$ cat src/rtl/data_mem_pkg.sv
// data_mem_pkg: shared types and constants for the data memory controller.
//   mem_size_e  - access size encoding carried on req_size (2'b11 is illegal).
//   dmc_state_e - controller FSM states.
//   DEPTH       - default memory depth in bytes (SIZE * BYTE_WIDTH).
package data_mem_pkg;

    localparam int unsigned DEFAULT_SIZE       = 32;
    localparam int unsigned DEFAULT_BYTE_WIDTH = 8;
    localparam int unsigned DEPTH              = DEFAULT_SIZE * DEFAULT_BYTE_WIDTH;

    typedef enum logic [1:0] {
        SizeByte = 2'b00,
        SizeHalf = 2'b01,
        SizeWord = 2'b10
    } mem_size_e;

    typedef enum logic [1:0] {
        StIdle   = 2'b00,
        StAccess = 2'b01,
        StWrite  = 2'b10,
        StResp   = 2'b11
    } dmc_state_e;

endpackage

$ cat src/rtl/data_mem_ctrl_if.sv
// data_mem_ctrl_if: two-port request/response bundle between requesters and the controller.
//   Index 0 is the core load/store unit, index 1 the debug/program loader.
//   req_valid/req_ready  - per-port handshake; req_ready is one-hot or zero.
//   req_write/size/unsigned/addr/wdata - request fields, held stable until ready.
//   rsp_valid            - one-cycle response pulse to the originating port.
//   rsp_err/rsp_rdata    - response payload, qualified by rsp_valid.
// Modports: master = requester side, slave = controller side.
interface data_mem_ctrl_if #(
    parameter int unsigned N = 32
);

    logic [1:0]          req_valid;
    logic [1:0]          req_ready;
    logic [1:0]          req_write;
    logic [1:0][1:0]     req_size;
    logic [1:0]          req_unsigned;
    logic [1:0][N-1:0]   req_addr;
    logic [1:0][N-1:0]   req_wdata;
    logic [1:0]          rsp_valid;
    logic                rsp_err;
    logic [N-1:0]        rsp_rdata;

    modport master (
        output req_valid, req_write, req_size, req_unsigned, req_addr, req_wdata,
        input  req_ready, rsp_valid, rsp_err, rsp_rdata
    );

    modport slave (
        input  req_valid, req_write, req_size, req_unsigned, req_addr, req_wdata,
        output req_ready, rsp_valid, rsp_err, rsp_rdata
    );

endinterface

$ cat src/rtl/rr_arbiter2.sv
// rr_arbiter2: two-way round-robin arbiter.
//   clk, rst - clock and synchronous active-high reset.
//   req      - request vector.
//   advance  - a grant was consumed this cycle; updates the priority pointer.
//   grant    - combinational one-hot grant (zero when nothing requests).
// last_q holds the index of the most recently served port; it resets to 1 so
// port 0 wins the first tie.
module rr_arbiter2 (
    input  logic       clk,
    input  logic       rst,
    input  logic [1:0] req,
    input  logic       advance,
    output logic [1:0] grant
);

    logic last_q;

    always_comb begin
        grant = req;
        if (req == 2'b11) begin
            grant = last_q ? 2'b01 : 2'b10;
        end
    end

    always_ff @(posedge clk) begin
        if (rst) begin
            last_q <= 1'b1;
        end else if (advance) begin
            last_q <= grant[1];
        end
    end

endmodule

$ cat src/rtl/data_mem_ctrl.sv
// data_mem_ctrl: arbitrated byte/half/word access controller for DataMemory.
//   clk, rst          - clock and synchronous active-high reset.
//   bus               - two-port request/response bundle (slave side).
//   mem_addr          - word address to the memory; 0 when idle or responding.
//   mem_write_enable  - memory write strobe (word store in ACCESS, RMW in WRITE).
//   mem_write_data    - memory write word; 0 when not writing.
//   mem_read_data     - combinational memory read word.
// Sub-word accesses use the top bytes of the word read at the byte address, so
// a byte store is read-modify-write over two cycles (ACCESS then WRITE).
module data_mem_ctrl
    import data_mem_pkg::*;
#(
    parameter int unsigned N          = 32,
    parameter int unsigned SIZE       = DEFAULT_SIZE,
    parameter int unsigned BYTE_WIDTH = DEFAULT_BYTE_WIDTH
) (
    input  logic           clk,
    input  logic           rst,
    data_mem_ctrl_if.slave bus,
    output logic [N-1:0]   mem_addr,
    output logic           mem_write_enable,
    output logic [N-1:0]   mem_write_data,
    input  logic [N-1:0]   mem_read_data
);

    localparam int unsigned MemDepth  = SIZE * BYTE_WIDTH;
    localparam int unsigned HalfWidth = 2 * BYTE_WIDTH;
    // Highest address whose full word still fits in the array.
    localparam logic [N-1:0] MaxAddr  = N'(MemDepth - 4);

    dmc_state_e state_q, state_d;

    logic          port_q;
    logic          write_q;
    mem_size_e     size_q;
    logic          uns_q;
    logic [N-1:0]  addr_q;
    logic [N-1:0]  wdata_q;
    logic          err_q;
    logic [N-1:0]  rdata_q;
    logic [N-1:0]  merge_q;

    logic [1:0]    grant;
    logic          sel;
    logic          accept;
    logic          req_bad;
    logic          we;
    logic [1:0]    rsp_valid;

    logic [BYTE_WIDTH-1:0] rd_byte;
    logic [HalfWidth-1:0]  rd_half;
    logic [N-1:0]          load_ext;
    logic [N-1:0]          merge;

    rr_arbiter2 u_arb (
        .clk     (clk),
        .rst     (rst),
        .req     (bus.req_valid),
        .advance (accept),
        .grant   (grant)
    );

    assign sel     = grant[1];
    assign accept  = (state_q == StIdle) && !rst && (bus.req_valid != 2'b00);
    assign req_bad = (bus.req_size[sel] == 2'b11) || (bus.req_addr[sel] > MaxAddr);

    assign bus.req_ready = (state_q == StIdle && !rst) ? grant : 2'b00;

    // Sub-word data always sits at the top of the word read at the byte address.
    assign rd_byte = mem_read_data[N-1 -: BYTE_WIDTH];
    assign rd_half = mem_read_data[N-1 -: HalfWidth];

    always_comb begin
        load_ext = mem_read_data;
        merge    = wdata_q;
        case (size_q)
            SizeByte: begin
                load_ext = {{(N-BYTE_WIDTH){rd_byte[BYTE_WIDTH-1] & ~uns_q}}, rd_byte};
                merge    = {wdata_q[BYTE_WIDTH-1:0], mem_read_data[N-BYTE_WIDTH-1:0]};
            end
            SizeHalf: begin
                load_ext = {{(N-HalfWidth){rd_half[HalfWidth-1] & ~uns_q}}, rd_half};
                merge    = {wdata_q[HalfWidth-1:0], mem_read_data[N-HalfWidth-1:0]};
            end
            default: ;
        endcase
    end

    always_comb begin
        state_d        = state_q;
        mem_addr       = '0;
        we             = 1'b0;
        mem_write_data = '0;
        rsp_valid      = 2'b00;
        bus.rsp_err    = 1'b0;
        bus.rsp_rdata  = '0;
        case (state_q)
            StIdle: begin
                if (accept) begin
                    state_d = req_bad ? StResp : StAccess;
                end
            end
            StAccess: begin
                mem_addr = addr_q;
                if (!write_q) begin
                    state_d = StResp;
                end else if (size_q == SizeWord) begin
                    we             = 1'b1;
                    mem_write_data = wdata_q;
                    state_d        = StResp;
                end else begin
                    state_d = StWrite;
                end
            end
            StWrite: begin
                mem_addr       = addr_q;
                we             = 1'b1;
                mem_write_data = merge_q;
                state_d        = StResp;
            end
            StResp: begin
                if (!rst) begin
                    rsp_valid[port_q] = 1'b1;
                    bus.rsp_err       = err_q;
                    bus.rsp_rdata     = rdata_q;
                end
                state_d = StIdle;
            end
            default: state_d = StIdle;
        endcase
    end

    // Reset in the same cycle drops any pending write.
    assign mem_write_enable = we & ~rst;
    assign bus.rsp_valid    = rsp_valid;

    always_ff @(posedge clk) begin
        if (rst) begin
            state_q <= StIdle;
        end else begin
            state_q <= state_d;
        end
    end

    always_ff @(posedge clk) begin
        if (rst) begin
            port_q  <= 1'b0;
            write_q <= 1'b0;
            size_q  <= SizeByte;
            uns_q   <= 1'b0;
            addr_q  <= '0;
            wdata_q <= '0;
            err_q   <= 1'b0;
            rdata_q <= '0;
            merge_q <= '0;
        end else begin
            if (accept) begin
                port_q  <= sel;
                write_q <= bus.req_write[sel];
                size_q  <= mem_size_e'(bus.req_size[sel]);
                uns_q   <= bus.req_unsigned[sel];
                addr_q  <= bus.req_addr[sel];
                wdata_q <= bus.req_wdata[sel];
                err_q   <= req_bad;
                rdata_q <= '0;
            end
            if (state_q == StAccess) begin
                if (write_q) begin
                    merge_q <= merge;
                end else begin
                    rdata_q <= load_ext;
                end
            end
        end
    end

endmodule
$ cat src/flat_wrapper.sv
// flat-port wrapper written by rule: the top's interface ports become plain ports
module data_mem_ctrl_flat import data_mem_pkg::*;
#(
    parameter int unsigned N          = 32,
    parameter int unsigned SIZE       = DEFAULT_SIZE,
    parameter int unsigned BYTE_WIDTH = DEFAULT_BYTE_WIDTH
)
  (clk, rst, mem_addr, mem_write_enable, mem_write_data, mem_read_data, bus_req_valid, bus_req_write, bus_req_size, bus_req_unsigned, bus_req_addr, bus_req_wdata, bus_req_ready, bus_rsp_valid, bus_rsp_err, bus_rsp_rdata);
  data_mem_ctrl_if #(.N(N)) bus_i ();
  input  logic clk;
  input  logic rst;
  output logic [N-1:0] mem_addr;
  output logic mem_write_enable;
  output logic [N-1:0] mem_write_data;
  input  logic [N-1:0] mem_read_data;
  input wire logic [$bits(bus_i.req_valid)-1:0] bus_req_valid;
  input wire logic [$bits(bus_i.req_write)-1:0] bus_req_write;
  input wire logic [$bits(bus_i.req_size)-1:0] bus_req_size;
  input wire logic [$bits(bus_i.req_unsigned)-1:0] bus_req_unsigned;
  input wire logic [$bits(bus_i.req_addr)-1:0] bus_req_addr;
  input wire logic [$bits(bus_i.req_wdata)-1:0] bus_req_wdata;
  output wire logic [$bits(bus_i.req_ready)-1:0] bus_req_ready;
  output wire logic [$bits(bus_i.rsp_valid)-1:0] bus_rsp_valid;
  output wire logic [$bits(bus_i.rsp_err)-1:0] bus_rsp_err;
  output wire logic [$bits(bus_i.rsp_rdata)-1:0] bus_rsp_rdata;
  assign bus_i.req_valid = bus_req_valid;
  assign bus_i.req_write = bus_req_write;
  assign bus_i.req_size = bus_req_size;
  assign bus_i.req_unsigned = bus_req_unsigned;
  assign bus_i.req_addr = bus_req_addr;
  assign bus_i.req_wdata = bus_req_wdata;
  assign bus_req_ready = bus_i.req_ready;
  assign bus_rsp_valid = bus_i.rsp_valid;
  assign bus_rsp_err = bus_i.rsp_err;
  assign bus_rsp_rdata = bus_i.rsp_rdata;
  data_mem_ctrl #(.N(N), .SIZE(SIZE), .BYTE_WIDTH(BYTE_WIDTH)) u_core (.clk(clk), .rst(rst), .bus(bus_i), .mem_addr(mem_addr), .mem_write_enable(mem_write_enable), .mem_write_data(mem_write_data), .mem_read_data(mem_read_data));
endmodule
$ cat config.mk
export PLATFORM = sky130hd
export DESIGN_NAME = data_mem_ctrl_flat
export DESIGN_NICKNAME = d
export VERILOG_FILES = /design/src/rtl/data_mem_pkg.sv /design/src/rtl/data_mem_ctrl_if.sv /design/src/rtl/rr_arbiter2.sv /design/src/rtl/data_mem_ctrl.sv /design/src/flat_wrapper.sv
export SDC_FILE = /design/constraint.sdc
export NUM_CORES = 1
export LEC_CHECK = 0
export ABC_AREA = 1
export CAP_MARGIN = 40
export CORE_MARGIN = 2
export CORE_UTILIZATION = 40
export CTS_BUF_LIST = sky130_fd_sc_hd__clkbuf_4
export DETAILED_ROUTE_END_ITERATION = 8
export PLACE_DENSITY = 0.73
export SLEW_MARGIN = 20
export SYNTH_ARGS = -nofsm -noshare
export SYNTH_HDL_FRONTEND = slang
export SYNTH_SLANG_ARGS = --single-unit
$ cat constraint.sdc
create_clock -name clk -period 2 [get_ports clk]
set_input_delay 0.3 -clock clk [delete_from_list [all_inputs] [get_ports clk]]
set_output_delay 0.3 -clock clk [all_outputs]
set_load 0.01 [all_outputs]
==> impl_results.md, run 1 <==
* Total grt overflow at 0
* CTS H-tree depth at 4
* Post-route cell area at 11700 um2
* Post-DP HPWL at 20000 um
* Synth Register Bits at 137
* Worst EP required at 1700 ps
* Status: complete, but fails checks
* Slowest CP cell: dfxtp_2
* Net Sw Frac at 0.430
* Post-DR vias/cell at 5.30
* Reg2Reg Setup Slack at 110 ps
* Compound-Gate Fraction of Synth Area at 0.250
* Synthesized-area fraction occupied by adder cells at 0.00820
* IO Pins at 274
* Antenna violations before repair at 1
* Pleak at 5.61 nW
* CTS Hold Bufs at 0
* Arr. time, crit path at 1940 ps
* Final Skew at approximately 19 ps
* Clock sinks at approximately 140
* Buffers on Ports at between 200 and 300
* DRT antenna net count at 0
* Num rows at 50
* Fin. max-slew vios at 0
* Synth Instances at between 1000 and 1500
* Hold Path Class: in -> reg
* Iteration-0 DRC count of the detailed router at between 700 and 800
* Synth Area in XOR/XNOR at 0
* Area of the core at 18700 um2
* Hold wc startpoint: bus_req_addr[24]
* Worst-Skew Late Latency at 550 ps
* RSZ-0062 raised after global routing: yes
* Synthesis-to-finish area growth at 53.8%
* Drt pass-1 iters at 6
* WL per Instance at 16.6 um
* Max_slew headroom at 0.533
* R2r worst-path depth at 13
* Vias in the first global route at 8494
* Fmax at 446 MHz
* Delay of the slowest cell on the worst path at between 300 and 400 ps
* Num CTS Buffers at 17
* Layout cell share with drive strength beyond 1 at 0.251
* Final wirelength at slightly below 30000 um
* Syn Std Cell Area at 7630 um2
* Minimum clock period at roughly 2200 ps
* Largest net degree at the start of global routing at 92
* Nature of the critical path endpoint: primary output
* Clock tree buffer depth at 2
* Combinational family with the most area after synthesis: compound AO/OA/AOI/OAI gates
* Placed instance area at 11100 um2
* Total GRT Usage at 0.275
* Die height at about 140 um
* Peak VDD IR at 0.000651 V
* Worst Path Buf+Inv at 5
* Setup TNS at -14680 ps
* Synth unique cells at 25
* Crit path launch type: register
* Failing checks: negative setup slack
* Critical Path Fanout Max at 7
* Final #Nets at 1662
* Reg power frac at 0.327
* First-pass GRT wire length at roughly 44000 um
* Final period utilization at 1.12
* Most common cell after layout, fill and taps aside: nand2_1
* Delay-heaviest family, CP: buffers and inverters
* Worst-margin pin slew at 700 ps
* Max cap viols at 0
* Simple-gate share of the synthesized area at 0.245
* Post-synth top area cell: dfxtp_1
* Power density cells at 1130 nW/um2
* Cell-internal power at between 7 and 8 mW
* WHS Endpoint: u_core.addr_q[24]
* Clock power share at 0.145
* Mux cell area share after synthesis at 0
* Vias at slightly above 9000
* Combinational share of power at 0.528
* Net Sw Power at 5.71 mW
* Final hold viol count at 0
* CTS tree: yes
* Reg-to-reg startpoint: u_core.state_q[1]
* Ranking of synthesized cells by area: dfxtp_1 36%, nand2_1 17%, a21oi_1 9.5%
* Crit path kind: reg -> out
* Mapped Nets at 1362
* Clock root buffer master: clkbuf_4
* Clock-pin slew on the worst setup and hold paths at 110 ps
* DIE AREA at 20200 um2
* Synth top area share at 0.360
* Final WS setup at -244 ps
* Commonest cells after routing, fill and taps aside: 303 x nand2_1, 171 x clkdlybuf4s50_1, 134 x dfxtp_1
* Gp weighted congestion at 0.880
* Seq/Total Area, Yosys at 0.360
* Critical Path, Cell by Cell: inv_4 > ha_4 > nand2_4 > nor2_4 > buf_6 > buf_12 > buf_12 > nand2_1 > a21oi_1 > buf_2
* DRC at 0
* DIE WIDTH at ~140 um
* Synthesis Warnings at 0
* Hold path depth at 3
* Most used cell, CP: buf_12
* Syn_area_per_cell at 6.44 um2
* Reg2reg end: u_core.wdata_q[17]
* Initial Util at 0.408
* Final setup fails at 95
==> cell families (layout without fill, tap and decap cells) <==
logic type	count (synthesis)	in the layout
AND/OR/NAND/NOR	463	463
flip-flops	137	137
buffers and inverters	257	569
other	0	1
AO/OA/AOI/OAI	323	323
adder cells (fa/ha/maj)	5	5
==> per-stage QoR <==
stage          power, mW  setup WS, ps  utilization  instances  hold slack [ps]
6_report            13.3          -244        0.627       1732              377
2_1_floorplan       7.33           247            -       1185              453
5_1_grt             14.1          -369        0.627       1732              370
3_5_place_dp        10.0          -237        0.592       1683              472
4_1_cts             12.2          -306        0.602       1724              326
3_3_place_gp        9.97          -241        0.592       1683              465
==> area by class of cell <==
cell class	count	area (um2)
timing repair buffer	375	3540
multi-input combinational	791	4240
tap	234	293
fill	1744	6970
antenna	1	2.50
sequential	137	2750
clock buffer	18	135
clock inverter	13	155
inverter	163	617
==> timing repair <==
item,CTS,global route
pin swaps,4,9
gates resized for setup,461,124
endpoints found under the setup margin,102,102
cloned,4,3
buffers inserted,6,4
==> state kept, by name (all words and copies together), names as in the netlist <==
register and count:
u_core.write_q 1, u_core.state_q 2, u_core.size_q 2, u_core.rdata_q 32, u_core.merge_q 32, u_core.port_q 1, u_core.addr_q 32, u_core.wdata_q 32
u_core.err_q 1, u_core.uns_q 1, u_core.u_arb.last_q 1
==> worst max path at each step <==
| stage | start | endpoint | slack (ps) | depth (start not counted) |
|---|---|---|---|---|
| after floorplan | u_core.state_q[1] | mem_write_data[0] | 250 | 7 |
| after global placement | bus_req_valid[0] | u_core.state_q[1] | -240 | 12 |
| after detailed placement | bus_req_valid[0] | u_core.state_q[1] | -240 | 12 |
| after CTS | u_core.state_q[1] | mem_write_data[5] | -310 | 10 |
| after global routing | u_core.state_q[1] | mem_write_data[9] | -370 | 10 |
| final | u_core.state_q[1] | mem_write_data[13] | -240 | 10 |
==> routing by layer <==
| layer | GRT usage | part of all wire | routed length (um) | vias up |
|---|---|---|---|---|
| met5 | 0 | 0 | 0 | - |
| met4 | 0.118 | 0.039 | 1120 | 0 |
| met3 | 0.0461 | 0.079 | 2260 | 74 |
| met2 | 0.439 | 0.46 | 13200 | 457 |
| met1 | 0.367 | 0.43 | 12300 | 4189 |
| li1 | - | - | - | 4460 |
==> Yosys cell counts <==
library cell  count
a31oi_1          22
o21ai_1           8
a311oi_1         15
nand2_1         339
o31ai_1           2
a31o_2           32
nor2_1           55
o211ai_1         17
a21oi_1         145
buf_6             5
and2_1            1
inv_1           161
nand3b_1         12
nand3_1          53
nor2_2            1
dfxtp_1         137
buf_1            12
a211oi_1         17
nand2_4           2
clkbuf_1         55
inv_2             2
buf_4             5
ha_1              5
buf_2            17
o21ai_0          65
==> worst min-delay path: cells and delay by family <==
family / cells / cell delay (ps)
and+or+nand+nor: 1 / 80
AOI/OAI and AO/OA: 1 / 90
buffers and inverters: 1 / 400
==> power groups by stage <==
stage	Combinational (mW)	Clock, mW	Sequential, mW
4_1_cts	6.09	1.96	4.20
2_1_floorplan	3.30	0	4.03
5_1_grt	7.60	2.09	4.40
6_report	7.01	1.93	4.34
3_3_place_gp	5.74	0	4.23
3_5_place_dp	5.79	0	4.24
Note: power is estimated with default switching activity, not from simulation.
==> inputs of run 2 (changes only) <==
SLEW_MARGIN = unset   (was 20)
==> results of run 2 <==
Same layout as run 1: the final DEF is identical, and so are final timing and power.
